<file path="config.mk">
export PLATFORM = sky130hd
export DESIGN_NAME = router_out_arbiter_flat
export DESIGN_NICKNAME = d
export VERILOG_FILES = /design/src/rtl/router_pkg.sv /design/src/rtl/router_out_arbiter_if.sv /design/src/rtl/router_rr_pick.sv /design/src/rtl/router_out_arbiter.sv /design/src/flat_wrapper.sv
export SDC_FILE = /design/constraint.sdc
export NUM_CORES = 1
export LEC_CHECK = 0
export ABC_AREA = 1
export CORE_ASPECT_RATIO = 0.7
export CORE_UTILIZATION = 26
export DETAILED_ROUTE_END_ITERATION = 8
export DONT_BUFFER_PORTS = 1
export GPL_ROUTABILITY_DRIVEN = 0
export PLACE_DENSITY_LB_ADDON = 0.2
export REMOVE_ABC_BUFFERS = 1
export SETUP_SLACK_MARGIN = 0.15
export SYNTH_ARGS = -nofsm -noshare
export SYNTH_HDL_FRONTEND = slang
export SYNTH_HIERARCHICAL = 1
export SYNTH_SLANG_ARGS = --single-unit
</file>
<file path="constraint.sdc">
create_clock -name clock -period 2.1 [get_ports clock]
set_clock_uncertainty 0.15 [all_clocks]
set_input_delay 0.315 -clock clock [delete_from_list [all_inputs] [get_ports clock]]
set_output_delay 0.315 -clock clock [all_outputs]
set_load 0.03 [all_outputs]
</file>
<file path="src/rtl/router_pkg.sv">
// Shared types and constants for the router output arbiter slice.
package router_pkg;

  localparam int NPORT       = 3;
  localparam int LEN_MSB     = 7;
  localparam int LEN_LSB     = 2;
  localparam int TIMEOUT_DEF = 30;

  typedef enum logic [1:0] {IDLE, HEADER, PAYLOAD, PARITY} state_e;

  function automatic logic [1:0] onehot_idx(input logic [NPORT-1:0] oh);
    logic [1:0] idx;
    idx = 2'd0;
    for (int i = 0; i < NPORT; i++) begin
      if (oh[i]) idx = 2'(i);
    end
    return idx;
  endfunction

  // (base + step) mod NPORT, valid for base < NPORT and step <= NPORT.
  function automatic logic [1:0] rr_idx(input logic [1:0] base, input logic [1:0] step);
    logic [2:0] sum;
    sum = {1'b0, base} + {1'b0, step};
    if (sum >= 3'(NPORT)) sum = sum - 3'(NPORT);
    return sum[1:0];
  endfunction

endpackage

</file>
<file path="src/rtl/router_out_arbiter_if.sv">
// FIFO-side and output-channel signals of the router output arbiter.
interface router_out_arbiter_if #(parameter int WIDTH = 8);
  import router_pkg::*;

  logic [NPORT-1:0] fifo_empty;
  logic [WIDTH-1:0] fifo_dout_0;
  logic [WIDTH-1:0] fifo_dout_1;
  logic [WIDTH-1:0] fifo_dout_2;
  logic [NPORT-1:0] read_enb;
  logic [WIDTH-1:0] out_data;
  logic             out_valid;
  logic             out_ready;
  logic             out_last;

  modport master (
    input  fifo_empty, fifo_dout_0, fifo_dout_1, fifo_dout_2, out_ready,
    output read_enb, out_data, out_valid, out_last
  );

  modport slave (
    output fifo_empty, fifo_dout_0, fifo_dout_1, fifo_dout_2, out_ready,
    input  read_enb, out_data, out_valid, out_last
  );
endinterface

</file>
<file path="src/rtl/router_rr_pick.sv">
// Combinational 3-way round-robin selector: search order ptr+1, ptr+2, ptr.
module router_rr_pick
  import router_pkg::*;
(
  input  logic [NPORT-1:0] req,
  input  logic [1:0]       ptr,
  output logic [NPORT-1:0] pick,
  output logic             valid
);

  logic [1:0] cand;

  // NOTE: every signal written in always_comb gets a default first, so no path can infer a latch.
  always_comb begin
    pick  = '0;
    valid = 1'b0;
    cand  = ptr;
    for (int k = 1; k <= NPORT; k++) begin
      cand = rr_idx(ptr, 2'(k));
      if (!valid && req[cand]) begin
        pick[cand] = 1'b1;
        valid      = 1'b1;
      end
    end
  end

endmodule

</file>
<file path="src/rtl/router_out_arbiter.sv">
// Round-robin packet scheduler draining three router FIFOs onto one output channel.
// Optional parity checking of each packet is enabled by defining ROUTER_ARB_PARITY_CHK_EN.
module router_out_arbiter
  import router_pkg::*;
#(
  parameter int WIDTH   = 8,
  parameter int TIMEOUT = TIMEOUT_DEF
)(
  input  logic                 clock,
  input  logic                 reset,
  router_out_arbiter_if.master bus,
  output logic [NPORT-1:0]     grant,
  output logic [NPORT-1:0]     soft_reset,
  output logic                 busy
`ifdef ROUTER_ARB_PARITY_CHK_EN
  ,
  output logic                 parity_err
`endif
);

  localparam logic [7:0] TO_LAST = 8'(TIMEOUT - 1);

  state_e           state_q, state_d;
  logic [1:0]       ptr_q, ptr_d;
  logic [NPORT-1:0] grant_q, grant_d;
  logic [NPORT-1:0] srst_q, srst_d;
  logic [5:0]       len_q, len_d;
  logic [7:0]       to_q, to_d;
  logic [1:0]       g;
  logic [WIDTH-1:0] data;
  logic             valid, beat;
  logic [NPORT-1:0] pick;
  logic             pick_valid;

  router_rr_pick u_pick (
    .req   (~bus.fifo_empty),
    .ptr   (ptr_q),
    .pick  (pick),
    .valid (pick_valid)
  );

  // Output channel is purely combinational from the registered grant and state.
  always_comb begin
    case (grant_q)
      3'b001:  data = bus.fifo_dout_0;
      3'b010:  data = bus.fifo_dout_1;
      3'b100:  data = bus.fifo_dout_2;
      default: data = '0;
    endcase
  end

  assign g     = onehot_idx(grant_q);
  assign busy  = (state_q != IDLE);
  assign valid = busy && !bus.fifo_empty[g];
  assign beat  = valid && bus.out_ready;

  assign bus.out_data  = data;
  assign bus.out_valid = valid;
  assign bus.out_last  = (state_q == PARITY) && valid;
  assign bus.read_enb  = grant_q & {NPORT{beat}};
  assign grant         = grant_q;
  assign soft_reset    = srst_q;

  always_comb begin
    state_d = state_q;
    ptr_d   = ptr_q;
    grant_d = grant_q;
    len_d   = len_q;
    to_d    = to_q;
    srst_d  = '0;
    case (state_q)
      IDLE: begin
        if (pick_valid) begin
          grant_d = pick;
          to_d    = 8'd0;
          state_d = HEADER;
        end
      end
      default: begin
        to_d = beat ? 8'd0 : to_q + 8'd1;
        if (!beat && (to_q == TO_LAST)) begin
          // Stalled too long: abandon the packet and flush the stuck FIFO.
          srst_d  = grant_q;
          ptr_d   = g;
          grant_d = '0;
          state_d = IDLE;
        end else if (beat) begin
          if (state_q == HEADER) begin
            len_d   = data[LEN_MSB:LEN_LSB];
            state_d = (len_d == 6'd0) ? PARITY : PAYLOAD;
          end else if (state_q == PAYLOAD) begin
            len_d = len_q - 6'd1;
            if (len_q == 6'd1) state_d = PARITY;
          end else begin
            ptr_d   = g;
            grant_d = '0;
            state_d = IDLE;
          end
        end
      end
    endcase
  end

  // NOTE: sequential state uses non-blocking assignments so every register samples pre-edge values.
  always_ff @(posedge clock) begin
    if (reset) begin
      state_q <= IDLE;
      ptr_q   <= 2'd2;
      grant_q <= '0;
      srst_q  <= '0;
      len_q   <= '0;
      to_q    <= '0;
    end else begin
      state_q <= state_d;
      ptr_q   <= ptr_d;
      grant_q <= grant_d;
      srst_q  <= srst_d;
      len_q   <= len_d;
      to_q    <= to_d;
    end
  end

`ifdef ROUTER_ARB_PARITY_CHK_EN
  logic [WIDTH-1:0] xor_q, xor_d;
  logic             perr_q, perr_d;

  // HEADER is only entered from IDLE, so clearing while idle equals clearing on entry.
  always_comb begin
    xor_d  = xor_q;
    perr_d = 1'b0;
    if (state_q == IDLE) begin
      xor_d = '0;
    end else if (beat && (state_q != PARITY)) begin
      xor_d = xor_q ^ data;
    end else if (beat) begin
      perr_d = (xor_q != data);
    end
  end

  always_ff @(posedge clock) begin
    if (reset) begin
      xor_q  <= '0;
      perr_q <= 1'b0;
    end else begin
      xor_q  <= xor_d;
      perr_q <= perr_d;
    end
  end

  assign parity_err = perr_q;
`endif

endmodule

</file>
<file path="src/flat_wrapper.sv">
// flat-port wrapper written by rule: the top's interface ports become plain ports
module router_out_arbiter_flat import router_pkg::*;
#(
  parameter int WIDTH   = 8,
  parameter int TIMEOUT = TIMEOUT_DEF
)
  (clock, reset, grant, soft_reset, busy, bus_fifo_empty, bus_fifo_dout_0, bus_fifo_dout_1, bus_fifo_dout_2, bus_out_ready, bus_read_enb, bus_out_data, bus_out_valid, bus_out_last);
  router_out_arbiter_if #(.WIDTH(WIDTH)) bus_i ();
  input  logic clock;
  input  logic reset;
  output logic [NPORT-1:0] grant;
  output logic [NPORT-1:0] soft_reset;
  output logic busy;
  input wire logic [$bits(bus_i.fifo_empty)-1:0] bus_fifo_empty;
  input wire logic [$bits(bus_i.fifo_dout_0)-1:0] bus_fifo_dout_0;
  input wire logic [$bits(bus_i.fifo_dout_1)-1:0] bus_fifo_dout_1;
  input wire logic [$bits(bus_i.fifo_dout_2)-1:0] bus_fifo_dout_2;
  input wire logic [$bits(bus_i.out_ready)-1:0] bus_out_ready;
  output wire logic [$bits(bus_i.read_enb)-1:0] bus_read_enb;
  output wire logic [$bits(bus_i.out_data)-1:0] bus_out_data;
  output wire logic [$bits(bus_i.out_valid)-1:0] bus_out_valid;
  output wire logic [$bits(bus_i.out_last)-1:0] bus_out_last;
  assign bus_i.fifo_empty = bus_fifo_empty;
  assign bus_i.fifo_dout_0 = bus_fifo_dout_0;
  assign bus_i.fifo_dout_1 = bus_fifo_dout_1;
  assign bus_i.fifo_dout_2 = bus_fifo_dout_2;
  assign bus_i.out_ready = bus_out_ready;
  assign bus_read_enb = bus_i.read_enb;
  assign bus_out_data = bus_i.out_data;
  assign bus_out_valid = bus_i.out_valid;
  assign bus_out_last = bus_i.out_last;
  router_out_arbiter #(.WIDTH(WIDTH), .TIMEOUT(TIMEOUT)) u_core (.clock(clock), .reset(reset), .bus(bus_i), .grant(grant), .soft_reset(soft_reset), .busy(busy));
endmodule
</file>
==> flow_summary.json, run 1 <==
{
  "wire_per_inst_um": 12.9,
  "final_period_minus_worst_setup_slack_ps": 1960,
  "sequentialPowerShare_pct": 21.5,
  "remaining_drc_errors": 0,
  "num_antenna_cells": 0,
  "cp-endpoint": "u_core/grant[0]",
  "clock_path_buffers": 2,
  "grt_max_degree": 15,
  "placeableCoreArea_sq_um": 6980,
  "worst-path-max-fanout": 7,
  "finish.net_count": 375,
  "drv.max_cap_violation_count": 0,
  "io-pin-count": 50,
  "timing.hold.ws_ps": -64.2,
  "numClockSinks": 24,
  "cts_tree": "yes",
  "final_slew_viol_count": 0,
  "p_per_area_nw_per_um2": 1100,
  "placementRows": 25,
  "hpwl_um": 4230,
  "final.period_utilization_pct": 93.3,
  "clkTransAtPathRegs_ps": 100,
  "timing.rr.end": "u_core/grant[0]",
  "cp_data_arrival_time_ps": 2020,
  "worstSetupStartpoint": "u_core/ptr_q[0]",
  "p_leak_nw": 1.15,
  "die_w_um": 105,
  "syn-instance-count": 300,
  "finish.instance_area_sq_um": 2540,
  "worst_pin_slew_ps": 335,
  "ant_nets": 0,
  "total_area_of_multi_input_combinational_cells_sq_um": 1420,
  "synth.top_cell.area_share_pct": 24.7,
  "postSynthRegisterBits": 24,
  "setup.worst_path.start_class": "register",
  "seq_area_sq_um": 489,
  "power.share.clock_pct": 11.7,
  "cts-buffers-inserted": 3,
  "area_delta_synth_final_pct": 30.8,
  "setup.reg_to_reg.worst_slack_ps": 140,
  "crit_path_end_kind": "register",
  "fmax_mhz": 510,
  "power.switching_mw": 1.45,
  "max-slew-margin-rel_pct": 77.6,
  "start_util_pct": 27.9,
  "cts_root_buffer": "clkbuf_8",
  "worstSetupPathType": "register to register",
  "grt_antenna_before_repair": 0,
  "r2r_cells": 17,
  "vdd.ir_drop.worst_v": 0.000379,
  "clkLatencyLatePin_ps": 270,
  "cell_internal_pwr_mw": 1.36,
  "dieHeight_um": 74.4,
  "synth-seq-area-share_pct": 24.7,
  "finalHoldViolCount": 13,
  "overflow": 0,
  "overall_power_after_layout_mw": 2.80,
  "vias_per_cell": 4.74,
  "crit-reg2reg-launch": "u_core/ptr_q[0]",
  "power.switching_fraction_pct": 51.6,
  "finalWirelength_um": 5470,
  "fin_tns_setup_ps": 0,
  "outcome": "finished with violations",
  "dpl-instance-area_sq_um": 2240,
  "first_global_vias": 1800,
  "drt-pass1-iter-count": 4,
  "placement.io_buffers": 0,
  "die_area_sq_um": 7830,
  "netlist_area_sq_um": 1940,
  "yosys_warnings": 6,
  "setup_violations_final": 0,
  "fillerInstances": 742,
  "synth_area_per_cell_sq_um": 6.48,
  "gr-usage-all-layers_pct": 14.0,
  "synthDominantAreaCellType": "dfxtp_1",
  "pwr-share-comb_pct": 66.8,
  "post_route_cells_drive_above_1_share_pct": 36.1,
  "htree_num_levels": 1,
  "critical_path_required_ps": 2160,
  "kind_of_path_behind_the_tightest_hold_check": "input pin to register",
  "drt_first_iter_violations": 92,
  "violations": "negative hold slack",
  "post_synth_main_area_contributors": "dfxtp_1 25%, nand2_1 12%, ha_1 9.0%",
  "via_count": 2011,
  "grt_pass1_wl_um": 8640,
  "rsz0062_at_grt": "true",
  "synth_cell_type_count": 35
}
[placed cells by master (no fill, tap or decap), drive strengths merged]
| cell | instances |
|---|---|
| a22oi | 1 |
| o211ai | 4 |
| o21ai | 15 |
| and3 | 1 |
| nand2 | 74 |
| a211oi | 2 |
| inv | 50 |
| dfxtp | 24 |
| nand4 | 9 |
| buf | 31 |
| xor2 | 2 |
| o22ai | 1 |
| a31oi | 1 |
| clkbuf | 4 |
| ha | 14 |
| xnor2 | 2 |
| nor3 | 4 |
| a21oi | 21 |
| nand3 | 32 |
| or2 | 1 |
| nor2 | 37 |
[power groups by stage]
| stage | logic (mW) | registers, mW | clock network [mW] |
|---|---|---|---|
| final | 1.87 | 0.602 | 0.328 |
| after global routing | 2.05 | 0.613 | 0.359 |
| after CTS | 1.69 | 0.591 | 0.342 |
| after detailed placement | 1.62 | 0.591 | 0 |
| after global placement | 1.61 | 0.590 | 0 |
| after floorplan | 1.10 | 0.630 | 0 |
[repair_timing]
action	CTS	global route
gates resized for setup	28	39
pin swaps	5	10
hold endpoints to repair	13	13
endpoints found under the setup margin	29	26
buffers inserted	2	3
[state kept, by name, summed over array words and instances, names as in the netlist]
signal / count
u_core/state_q: 2
u_core/ptr_q: 2
u_core/soft_reset: 3
u_core/grant: 3
u_core/to_q: 8
u_core/len_q: 6
[stage by stage]
step	std cells	util [%]	setup slack, ps
6_report	424	36.5	141
5_1_grt	424	36.5	19.8
4_1_cts	421	34.3	150
3_5_place_dp	415	32.1	-9.99
3_3_place_gp	415	32.1	31.5
2_1_floorplan	295	-	-176
[critical path, stage by stage (launching register included)]
cell and delay [ps]:
dfxtp_2 330, inv_2 80, buf_6 110, ha_4 130, inv_1 50, nand2_1 70
nand3_1 90, nand2_2 70, inv_1 60, nor2_4 120, nand3_2 80, nor2_4 130
inv_2 50, nand2_2 80, inv_4 60, nand2_4 70, nand2_1 60, a21oi_2 110
[Yosys cell counts (all sizes together)]
cell    instances
inv            50
a21oi          21
a211oi          2
and3            1
a22oi           1
nor2           37
nand2          74
nand4           9
xnor2           2
clkbuf          2
buf             3
o211ai          4
o21ai          15
dfxtp          24
nor3            4
nand3          32
o22ai           1
or2             1
a31oi           1
xor2            2
ha             14
[kinds of logic after synthesis]
| family | count (synthesis) | share of synthesized area (%) |
|---|---|---|
| compound gates | 45 | 13.8 |
| xor+xnor | 4 | 1.80 |
| fa+ha+maj | 14 | 9.01 |
| buf+inv | 55 | 11.1 |
| flops | 24 | 24.7 |
| simple gates | 158 | 39.6 |
[layer usage]
metal / up-vias / global-route usage, % / share of wire, %
li1: 1027 / - / -
met1: 904 / 20.1 / 53
met2: 78 / 21.7 / 39
met3: 2 / 3.07 / 7.5
met4: 0 / 2.35 / 0.53
met5: - / 0 / 0
[area by class of cell]
type	count	share of cell area (%)
flip-flops and latches	24	19.2
repair buffers	31	10.4
inverters	50	7.67
clock buffers	4	2.16
well taps	94	4.62
multi-input cells	221	55.9
[worst min-delay path by stage]
stage | start | to | slack, ps | cells past startpoint
after floorplan | reset | u_core/grant[1] | 230 | 1
after global placement | reset | u_core/grant[1] | 230 | 1
after detailed placement | reset | u_core/grant[1] | 230 | 1
after CTS | reset | u_core/grant[1] | -80 | 1
after global routing | reset | u_core/grant[1] | -80 | 1
final | reset | u_core/grant[2] | -60 | 1
Power figures use the tool's default switching activity.
==> run 2: changes to the inputs <==
- CORE_MARGIN: unset -> 2
- CORE_UTILIZATION: 26 -> 40
==> flow_summary.json, run 2 (synthesis gave the netlist of run 1 again) <==
{
  "drt-pass1-iter-count": 4,
  "hpwl_um": 3880,
  "clock_path_buffers": 2,
  "finish.instance_area_sq_um": 2470,
  "worstSetupPathType": "register to register",
  "ant_nets": 0,
  "via_count": 2042,
  "rsz0062_at_grt": "true",
  "cts_tree": "yes",
  "grt_antenna_before_repair": 0,
  "worst_pin_slew_ps": 699,
  "kind_of_path_behind_the_tightest_hold_check": "input pin to register",
  "cp_data_arrival_time_ps": 1980,
  "setup_violations_final": 0,
  "fmax_mhz": 511,
  "remaining_drc_errors": 0,
  "hold-path-cell-count": 2,
  "p_per_area_nw_per_um2": 1110,
  "layout.cells.most_common": "nand2_1",
  "register_bank_with_the_most_flops": "u_core/to_q",
  "worst_slack_placed_ps": -14.6,
  "dieHeight_um": 62.3,
  "finish.cell_count_without_fillers": 390,
  "setup.reg_to_reg.worst_slack_ps": 140,
  "worst-path-max-fanout": 7,
  "die_area_sq_um": 5440,
  "vias_per_cell": 5.24,
  "start_util_pct": 41.1,
  "dp_cells": 375,
  "grt_pass1_wl_um": 7930,
  "crit_path_end_kind": "register",
  "first_global_vias": 1746,
  "crit-reg2reg-launch": "u_core/ptr_q[1]",
  "clkTransAtPathRegs_ps": 90,
  "area_delta_synth_final_pct": 27.2,
  "slowest_stage": "dfxtp_2",
  "drt_first_iter_violations": 100,
  "cts-buffers-inserted": 3,
  "cts_root_buffer": "clkbuf_8",
  "timing.hold.ws_ps": 198,
  "cpMostUsedCell": "nand2_2",
  "finish.net_count": 378,
  "htree_num_levels": 1,
  "setup.worst_path.start_class": "register",
  "clkLatencyLatePin_ps": 270,
  "sequence_of_cells_on_the_critical_path": "inv_2 > ha_4 > inv_4 > nand2_2 > nand2_2 > nand2_4 > nand2_4 > nor2_4 > nand3_2 > nor2_4 > inv_2 > nand2_2 > inv_4 > nand2_2 > nand2_1 > nand2_1 > a21oi_2",
  "p_leak_nw": 1.14,
  "largest_reg_flops": 8,
  "gr-usage-all-layers_pct": 18.0,
  "final_period_minus_worst_setup_slack_ps": 1960,
  "critical_path_required_ps": 2120,
  "dpl-instance-area_sq_um": 2170,
  "outcome": "finished clean",
  "numClockSinks": 24,
  "r2r_cells": 17,
  "vdd.ir_drop.worst_v": 0.000416,
  "mostFrequentLayoutCells": "60 x nand2_1, 32 x inv_1, 28 x buf_4, 28 x nor2_1, 26 x nand3_1",
  "die_w_um": 87.3,
  "final.period_utilization_pct": 93.2,
  "placementRows": 21,
  "finalWirelength_um": 5060,
  "holdCritStartpoint": "reset",
  "io-pin-count": 50,
  "final_slew_viol_count": 0,
  "num_antenna_cells": 0,
  "max_stage_delay_ps": 350,
  "overflow": 0,
  "fin_ws_ps": 143,
  "min_delay_worst_endpoint": "u_core/ptr_q[1]",
  "finalCoreUtilization_pct": 52.3,
  "placeableCoreArea_sq_um": 4730,
  "wire_per_inst_um": 13.0,
  "grt_max_degree": 14,
  "post_route_cells_drive_above_1_share_pct": 32.4,
  "finalHoldViolCount": 0,
  "max-slew-margin-rel_pct": 53.2,
  "drv.max_cap_violation_count": 0,
  "reg.largest.list": "u_core/to_q (8), u_core/len_q (6)",
  "placement.io_buffers": 0,
  "timing.rr.end": "u_core/state_q[0]"
}
-- run 2: worst max path at each step --
stage                         to  cells after the start              start
2_1_floorplan    u_core/grant[2]                     15    u_core/ptr_q[0]
3_5_place_dp   u_core/state_q[0]                     17    u_core/ptr_q[0]
6_report       u_core/state_q[0]                     17    u_core/ptr_q[1]
5_1_grt        u_core/state_q[0]                     17    u_core/ptr_q[1]
3_3_place_gp   u_core/state_q[0]                     17    u_core/ptr_q[1]
4_1_cts             bus_out_last                      6  u_core/state_q[0]
-- run 2: through the flow --
| stage | setup TNS [ps] | total power [mW] |
|---|---|---|
| 6_report | 0 | 2.75 |
| 4_1_cts | 0 | 2.58 |
| 3_3_place_gp | 0 | 2.14 |
| 3_5_place_dp | -14.6 | 2.15 |
| 2_1_floorplan | -866 | 1.73 |
| 5_1_grt | -11.7 | 2.96 |
-- run 2: worst max-delay path, delay by kind of cell (launching register included) --
kind | cells | cell delay (ps)
AOI/OAI and AO/OA | 1 | 30
adders and majority gates | 1 | 290
DFF | 1 | 350
buffers and inverters | 4 | 200
and+or+nand+nor | 11 | 830
-- run 2: where the power goes --
part	leakage, nW	switching, mW	internal, mW
clock network	0.0288	0.153	0.167
registers	0.197	0.0695	0.528
logic	0.917	1.18	0.656
total	1.14	1.40	1.35
-- run 2: metal layers --
layer | GRT usage, % | vias to the layer above | wire length [um]
met5 | 0 | - | 0
met4 | 2.88 | 0 | 24
met3 | 3.59 | 2 | 341
met2 | 26.4 | 65 | 2080
met1 | 27.4 | 937 | 2620
li1 | - | 1038 | -
-- run 2: what timing repair did --
item	CTS	global route
endpoints found under the setup margin	27	26
resized for setup	26	26
setup buffers	3	7
hold buffers	1	0
pin swaps	6	11
hold endpoints to repair	13	0
-- run 2: final cells by class --
class / count / area, sq um
fill: 472 / 2260
multi-input combinational: 221 / 1370
sequential: 24 / 494
timing repair buffer: 34 / 285
inverter: 50 / 193
tap: 57 / 71.3
clock buffer: 4 / 55.1
